### src/rtl/riscv_muldiv_pkg.sv
// riscv_pkg: M-extension func3 codes and the muldiv control state encoding.
package riscv_pkg;
  localparam logic [2:0] F3_MUL    = 3'b000;
  localparam logic [2:0] F3_MULH   = 3'b001;
  localparam logic [2:0] F3_MULHSU = 3'b010;
  localparam logic [2:0] F3_MULHU  = 3'b011;
  localparam logic [2:0] F3_DIV    = 3'b100;
  localparam logic [2:0] F3_DIVU   = 3'b101;
  localparam logic [2:0] F3_REM    = 3'b110;
  localparam logic [2:0] F3_REMU   = 3'b111;
  typedef enum logic [2:0] {S_IDLE, S_ITER, S_MULW, S_FIX, S_DONE} state_t;
endpackage

### src/rtl/riscv_muldiv_neg.sv
// riscv_muldiv_neg: conditional two's-complement negator.
module riscv_muldiv_neg #(
  parameter int W = 32
) (
  input  logic         en,
  input  logic [W-1:0] a,
  output logic [W-1:0] y
);
  assign y = en ? (~a) + W'(1) : a;
endmodule

### src/rtl/riscv_muldiv.sv
// riscv_muldiv: shared iterative RV32M/RV64M multiply/divide unit with tagged valid/ready handshake.
// Define RISCV_MULDIV_FAST_MUL_EN to replace multiply iteration by one registered multiplier.
module riscv_muldiv
  import riscv_pkg::*;
#(
  parameter int XLEN  = 32,
  parameter int TAG_W = 5
) (
  input  logic             clk,
  input  logic             rst_n,
  input  logic             in_valid,
  output logic             in_ready,
  input  logic [2:0]       in_op,
  input  logic [XLEN-1:0]  in_a,
  input  logic [XLEN-1:0]  in_b,
  input  logic [TAG_W-1:0] in_tag,
  input  logic             flush,
  output logic             out_valid,
  input  logic             out_ready,
  output logic [XLEN-1:0]  out_result,
  output logic [TAG_W-1:0] out_tag
);
  localparam int CW = $clog2(XLEN);
  state_t state, state_nx;
  logic [2:0] op;
  logic sgn;
  logic [CW-1:0] cnt;
  logic [2*XLEN-1:0] prod;
  logic [XLEN-1:0] opnd;
  logic sa, sb, b_zero, ovf, special, accept, fast_mul;
  logic [XLEN-1:0] a_abs, b_abs, spec_res;
  logic [XLEN:0] mul_sum, div_sh, div_df;
  logic [2*XLEN-1:0] mul_nx, div_nx, fix_in, fix_out;
  logic [XLEN-1:0] fix_res;
  assign in_ready  = state == S_IDLE;
  assign out_valid = state == S_DONE;
  assign accept    = in_valid & in_ready & ~flush;
`ifdef RISCV_MULDIV_FAST_MUL_EN
  assign fast_mul = ~in_op[2];
`else
  assign fast_mul = 1'b0;
`endif
  always_comb begin
    sa       = in_a[XLEN-1] & (in_op != F3_MULHU) & (in_op != F3_DIVU) & (in_op != F3_REMU);
    sb       = in_b[XLEN-1] & (in_op != F3_MULHU) & (in_op != F3_DIVU) & (in_op != F3_REMU) & (in_op != F3_MULHSU);
    b_zero   = in_b == '0;
    ovf      = (in_op == F3_DIV || in_op == F3_REM) && in_a == {1'b1, {(XLEN-1){1'b0}}} && &in_b;
    special  = in_op[2] & (b_zero | ovf);
    spec_res = b_zero ? (in_op[1] ? in_a : '1) : (in_op[1] ? '0 : in_a);
  end
  riscv_muldiv_neg #(.W(XLEN)) u_abs_a (.en(sa), .a(in_a), .y(a_abs));
  riscv_muldiv_neg #(.W(XLEN)) u_abs_b (.en(sb), .a(in_b), .y(b_abs));
  // prod holds {upper accumulator, shifting operand} for both multiply and divide
  always_comb begin
    mul_sum = {1'b0, prod[2*XLEN-1:XLEN]} + (prod[0] ? {1'b0, opnd} : '0);
    mul_nx  = {mul_sum, prod[XLEN-1:1]};
    div_sh  = {prod[2*XLEN-1:XLEN], prod[XLEN-1]};
    div_df  = div_sh - {1'b0, opnd};
    div_nx  = div_df[XLEN] ? {div_sh[XLEN-1:0], prod[XLEN-2:0], 1'b0}
                           : {div_df[XLEN-1:0], prod[XLEN-2:0], 1'b1};
    fix_in  = ~op[2] ? prod : {{XLEN{1'b0}}, op[1] ? prod[2*XLEN-1:XLEN] : prod[XLEN-1:0]};
  end
  riscv_muldiv_neg #(.W(2*XLEN)) u_fix (.en(sgn), .a(fix_in), .y(fix_out));
  assign fix_res = (op == F3_MUL || op[2]) ? fix_out[XLEN-1:0] : fix_out[2*XLEN-1:XLEN];
  always_comb begin
    state_nx = state;
    case (state)
      S_IDLE:  if (accept) state_nx = special ? S_DONE : fast_mul ? S_MULW : S_ITER;
      S_ITER:  if (cnt == '0) state_nx = S_FIX;
      S_MULW:  state_nx = S_FIX;
      S_FIX:   state_nx = S_DONE;
      S_DONE:  if (out_ready) state_nx = S_IDLE;
      default: state_nx = S_IDLE;
    endcase
    if (flush) state_nx = S_IDLE;
  end
  always_ff @(posedge clk or negedge rst_n) begin
    if (!rst_n) begin
      state      <= S_IDLE;
      op         <= '0;
      sgn        <= 1'b0;
      cnt        <= '0;
      prod       <= '0;
      opnd       <= '0;
      out_result <= '0;
      out_tag    <= '0;
    end else begin
      state <= state_nx;
      if (!flush) begin
        case (state)
          S_IDLE: if (accept) begin
            op      <= in_op;
            out_tag <= in_tag;
            sgn     <= (in_op[2] & in_op[1]) ? sa : sa ^ sb;
            cnt     <= CW'(XLEN - 1);
            opnd    <= in_op[2] ? b_abs : a_abs;
            prod    <= {{XLEN{1'b0}}, in_op[2] ? a_abs : b_abs};
            if (special) out_result <= spec_res;
          end
          S_ITER: begin
            prod <= op[2] ? div_nx : mul_nx;
            cnt  <= cnt - CW'(1);
          end
`ifdef RISCV_MULDIV_FAST_MUL_EN
          S_MULW: prod <= (2*XLEN)'(opnd) * (2*XLEN)'(prod[XLEN-1:0]);
`endif
          S_FIX: out_result <= fix_res;
          default: ;
        endcase
      end
    end
  end
endmodule

### config.mk
export PLATFORM = sky130hd
export DESIGN_NAME = riscv_muldiv
export DESIGN_NICKNAME = d
export VERILOG_FILES = /design/src/rtl/riscv_muldiv_pkg.sv /design/src/rtl/riscv_muldiv_neg.sv /design/src/rtl/riscv_muldiv.sv
export SDC_FILE = /design/constraint.sdc
export NUM_CORES = 1
export LEC_CHECK = 0
export CORE_MARGIN = 2
export CORE_UTILIZATION = 40
export CTS_CLUSTER_SIZE = 24
export DETAILED_ROUTE_END_ITERATION = 16
export DONT_BUFFER_PORTS = 1
export GPL_ROUTABILITY_DRIVEN = 0
export PLACE_DENSITY = 0.51
export SLEW_MARGIN = 0
export SYNTH_ARGS = -nofsm -noshare
export SYNTH_HDL_FRONTEND = slang
export SYNTH_SLANG_ARGS = --single-unit
### constraint.sdc
create_clock -name clk -period 7.6 [get_ports clk]
set_clock_uncertainty 0.2 [all_clocks]
set_input_delay 1.14 -clock clk [delete_from_list [all_inputs] [get_ports clk]]
set_output_delay 1.14 -clock clk [all_outputs]
set_load 0.02 [all_outputs]
# Word level (Yosys, flattened, before mapping)
# Index checks and enable logic that the tools add are counted.
# op_classes
add_sub_neg	6
n_reduce_logical	15
n_eq_ne	16
mux	28
bitwise_logic	17
# op_table
op	n
2-to-1 mux 32 bit	12
2-to-1 mux 64 bit	5
one-hot mux 64 bit (2 select lines)	1
adder 32 x 1 -> 32 bit (second input constant)	2
adder 64 x 1 -> 64 bit (second input constant)	1
NOT 32 bit	2
NOT 64 bit	1
one-hot mux 32 bit (2 select lines)	1
adder 32 x 32 -> 33 bit	1
subtractor 33 x 32 -> 33 bit	1
== test 32 bit (second input constant)	1
zero test 32 bit	1
AND reduction 32 bit	1
2-to-1 mux 3 bit	5
one-hot mux 3 bit (5 select lines)	1
bitwise AND 1 bit	11
one-hot mux 5 bit (2 select lines)	1
== test 3 bit (second input constant)	3
!= test 3 x 2 -> 1 bit (second input constant)	3
!= test 3 bit (second input constant)	3
AND reduction 3 bit	3
== test 3 x 2 -> 1 bit (second input constant)	2
zero test 3 bit	2
zero test 5 bit	1
other kinds (13)	17
# totals
out_inout_bits	39
wordCells	90
regBits	145

# Longest topological paths before layout
# depth
word_depth	10
mapped_depth	17

# Hierarchy
# Synthesis repeated with hierarchy kept, for this count alone.
# unflattened
hier_cells	1842
hier_area_um2	15354.7
# by_module_without_submodules
module	seq_area_each_um2	instances	area_each_um2	cells_per_inst
riscv_muldiv	3628.5	1	12270.5	1447
riscv_muldiv_neg (u_abs_a ...)	0.0	2	777.0	99
riscv_muldiv_neg (u_fix)	0.0	1	1530.2	197

# Worst setup path before layout
# Ideal clock, no wire load.
# synth_timing
kind	register to register
start	reg op[2]
end	reg out_result[24]
synth_period_minus_slack_ps	4580
slack_ps	3020
setup_ps	120
path_stages_with_launch	18
t_arrival_ps	4260
n_path_buf	6
t_required_ps	7280
path_cell_list	dfrtp_1 buf_4 nand2_1 buf_2 buf_1 clkbuf_1 clkbuf_1 a21boi_0 ha_1 nand3_1 nor4_2 or4b_4 or4_4 buf_6 nor4_4 mux2i_1 nand2_1 a31o_1
# synth_via
elab_chain_cells	6
elab_cells_between_ends	8
# synth_rtl
item	line_no	text
start: declaration	riscv_muldiv.sv:25	logic [2:0] op;
start signal: assignment	riscv_muldiv.sv:92	op <= in_op;
2-to-1 mux 64 bit	riscv_muldiv.sv:61	fix_in = ~op[2] ? prod : {{XLEN{1'b0}}, op[1] ? prod[2*XLEN-1:XLEN] : prod[XLEN-1:0]};
NOT 64 bit	riscv_muldiv_neg.sv:9	assign y = en ? (~a) + W'(1) : a;
adder 64 x 1 -> 64 bit	riscv_muldiv_neg.sv:9	
2-to-1 mux 64 bit	riscv_muldiv_neg.sv:9	
2-to-1 mux 32 bit (*)	riscv_muldiv.sv:64	assign fix_res = (op == F3_MUL || op[2]) ? fix_out[XLEN-1:0] : fix_out[2*XLEN-1:XLEN];
one-hot mux 32 bit (2 select lines) (*)	riscv_muldiv.sv:90	case (state)
end signal: assignment	riscv_muldiv.sv:98	if (special) out_result <= spec_res;
end signal: assignment	riscv_muldiv.sv:107	S_FIX: out_result <= fix_res;
end: declaration	riscv_muldiv.sv:20	output logic [XLEN-1:0] out_result,
# Every way passes the cells marked *; elsewhere a longest branch is shown, timed or not.
# A chain may end at the register's enable or synchronous reset.

# Worst setup path in the final report
# layout_timing
start	reg op[2]
end	reg out_result[19]
# The elaborated chain is that of the path after synthesis.

==> results.md <==
- The run finished with clean final reports.
- The main flop type after synthesis is dfrtp_1.
- The first global-routing pass estimated 96800 um of wire.
- Detailed placement finished with a half-perimeter wire length of 49100 um.
- The share of the Yosys chip area taken by registers is 0.232.
- The upper clock frequency limit is 203 MHz.
- The type of the tightest min-delay check is in -> async.
- The share of the synthesized area in the top cell type is 0.232.
- The shortest clock period the worst path allows after layout is 4.92 ns.
- The slew at the pin closest to its max-slew limit is 1.14 ns.
- A synthesized cell averages 7.52 um2.
- The DRC violation count after routing is 0.
- In this run the horizontal extent of the chip is 202 um.
- The pre-antenna-repair detailed-routing pass consisted of 6 iterations.
- Hold repair after CTS inserted 0 buffers.
- The number of distinct library cell variants in the gate-level netlist after synthesis is 90.
- The initial antenna violation count is 1.
- Summing every instance area after synthesis gives 15600 um2.
- The root buffer cell is clkbuf_16.
- Dividing total power by cell area gives a power density of 276 nW/um2.
- Clock-pin slew was measured on the worst setup and hold paths at 0.07 ns.
- The number of nets produced by synthesis is 2230.
- In the layout the commonest cells are nor2_1 (216), o21ai_0 (208), nand2_1 (202), a21oi_1 (166), dfrtp_1 (143).
- The number of gates resized after CTS is 0.
- The count of placed standard cells in the final layout, fillers left out is 2512.
- The part of the cycle the worst path needs is 0.647.
- The CTS tree is done.
- Setup violations remaining at the end of the flow were counted as 0.
- 0 antenna diodes ended up in the layout.
- The final layout contains 2130 nets.
- The critical path starts at op[2]$_DFFE_PN0P_.
- The worst slew margin relative to its limit is 0.230.
- The highest fanout seen on the critical path is 72.
- The placeable core area is 38600 um2.
- The synthesized netlist cell count is 2081.
- STA classifies the critical path endpoint as a flip-flop.
- The via count of the first global-routing pass is 15000.
- The final sum of negative setup slack is 0 ns.
- The completed layout was analyzed and its total power is 4.57 mW.
- The via total after detailed routing is 16000.
- The count of nets left with antenna violations once routing finished came out at 0.
- The area of the multi-input gates is 11200 um2.
- The die height is 202 um.
- The via count normalized by instance count is 6.35.
- Across the VDD grid, the largest voltage drop is 0.139 mV.
- The final worst setup slack is 2.68 ns.
- The total overflow left after global routing is 0.
- CTS saw 145 sinks.
- The number of buffers added for setup after CTS is 0.
- By area the synthesized netlist is led by dfrtp_1 (23%), o21ai_0 (6.7%), ha_1 (5.6%), mux2i_1 (5.6%), a21oi_1 (5.3%).
- The die covers 40700 um2.
- The number of ports placed on the die boundary is 116.
- The total clock buffers created by CTS is 17.
- The final standard cell area without fillers is 16500 um2.
- The final routed wirelength across all metal layers is 64500 um.
- The number of violations reported at the end of detailed-routing iteration 0 is 1741.
- The layout filler cell count is 3990.
- The flop and latch count out of synthesis is 145.
- The worst slack after detailed placement is 2.69 ns.
- The maximum clock insertion buffer count is 2.
- The number of port buffers is 0.
- dfrtp_1 takes more of the synthesized area than any other cell.
- The total instance count after detailed placement is 2480.
- The worst setup path is of the reg -> reg kind.
- The reported max-cap violation count is 0.
- The total count of max-transition violations in the final report is 0.
- The synthesized design contains 0 enable-type register cells.
- Of the cells placed in the final design, the portion with a size suffix greater than 1 is 0.0496.
- At the worst endpoint, the arrival time is 5.11 ns.
- Entering global routing, the biggest net connects 146 pins.
- Setup repair after global routing left no endpoint under its margin.
- The clock network latency to the later pin of the worst-skew pair is 0.45 ns.
- The startpoint of the most critical register-to-register path is op[2]$_DFFE_PN0P_.
- After detailed placement, the total cell area comes to 15900 um2.
- The share of synthesized registers carrying an async set or reset is 1.00.
- The kind of start point of the critical path is a flip-flop.
- The all-layer global routing usage is 0.315.
- The site row count is 72.
- Data on the critical path is required at its endpoint by 7.79 ns.
- In the final routed layout, each cell accounts on average for 25.7 um.
- The clock tree synthesis step divided the H-tree into 4 levels.
- From synthesis to final layout, the design area changed by 5.74%.
- For this design the static power due to leakage is 6.79 nW.
- Across the whole layout, storage elements account for 3630 um2.
- The Yosys step of the flow raised 0 warnings.
- The number of hold violations in the final report came to 0.
- Leaving out fill and tap cells, the most frequent cell in the layout is nor2_1.
- The initial utilization of the core area, before any placement, comes to 0.405.
registers in the layout, indices dropped and copies added, names as in the netlist:
signal	count
prod	64
opnd	32
out_result	32
cnt	5
out_tag	5
op	3
state	3
sgn	1
metrics by stage:
stage	utilization	hold WS, ns
after floorplan	-	0.250
after global placement	0.412	0.264
after detailed placement	0.412	0.272
after CTS	0.428	0.168
after global routing	0.428	0.162
final	0.428	0.187
logic make-up after synthesis:
| kind of cell | Yosys count | synth area share |
|---|---|---|
| compound gates | 697 | 0.282 |
| simple gates | 683 | 0.210 |
| xor+xnor | 151 | 0.0846 |
| mux | 94 | 0.0607 |
| fa+ha+maj | 100 | 0.0765 |
| flops | 145 | 0.232 |
| buf+inv | 211 | 0.0542 |
final timing paths:
| kind | endpoint | slack [ns] | depth (start not counted) |
|---|---|---|---|
| max in group asynchronous | prod[58]$_DFFE_PN0P_ | 6.70 | 0 |
| worst min register to register | opnd[24]$_DFFE_PN0P_ | 0.28 | 1 |
| worst max-delay path | out_result[19]$_DFFE_PN0P_ | 2.68 | 10 |
| min in group clk | opnd[24]$_DFFE_PN0P_ | 0.28 | 1 |
| worst min-delay path | opnd[5]$_DFFE_PN0P_ | 0.19 | 0 |
| worst max register to register | out_result[19]$_DFFE_PN0P_ | 2.68 | 10 |
power breakdown:
group,leakage [nW],switching (mW),total (mW),internal [mW]
logic,4.67,1.48,2.39,0.905
registers,1.83,0.340,1.25,0.906
clock network,0.294,0.374,0.932,0.557
cell usage after synthesis, types with 11 or more instances:
cell and count:
and3_1 14, nor2b_1 11, a22oi_1 23, xnor2_1 77, a21o_1 37, nor3_1 46
o211ai_1 34, o21a_1 18, xor2_1 74, nor2_1 218, a221o_1 11, buf_2 11
nand2_1 203, o22ai_1 13, o221ai_1 17, a21oi_1 166, nor4_1 23, ha_1 70
inv_1 66, dfrtp_1 145, a211oi_1 35, maj3_1 28, nand2b_1 22, clkbuf_1 119
and2_1 17, o21ai_0 210, or4_1 12, or3_1 23, o31ai_1 23, nand4_1 18
mux2i_1 87, a31oi_1 24, nand3_1 32
worst max-delay path, stage by stage (launching register included):
cell and delay [ns]:
dfrtp_4 0.70, buf_4 0.73, and4bb_2 0.32, o221ai_1 0.21
nor4b_2 0.63, nand3_1 0.38, or3_1 0.58, nor4_4 0.35
o32ai_1 0.11, a221oi_1 0.44, a221o_1 0.18
cell type report:
class,count,share of cell area
multi-input combinational,1725,0.677
sequential,145,0.220
tap,518,0.0392
clock buffer,22,0.0275
inverter,66,0.0150
timing repair buffer,26,0.0118
clock inverter,10,0.00961
per-layer routing:
layer | track usage | share of wire | up-vias
li1 | - | - | 7406
met1 | 0.432 | 0.43 | 7653
met2 | 0.474 | 0.43 | 790
met3 | 0.0883 | 0.098 | 109
met4 | 0.111 | 0.036 | 2
met5 | 0 | 0.00014 | -
Power figures use the tool's default switching activity.
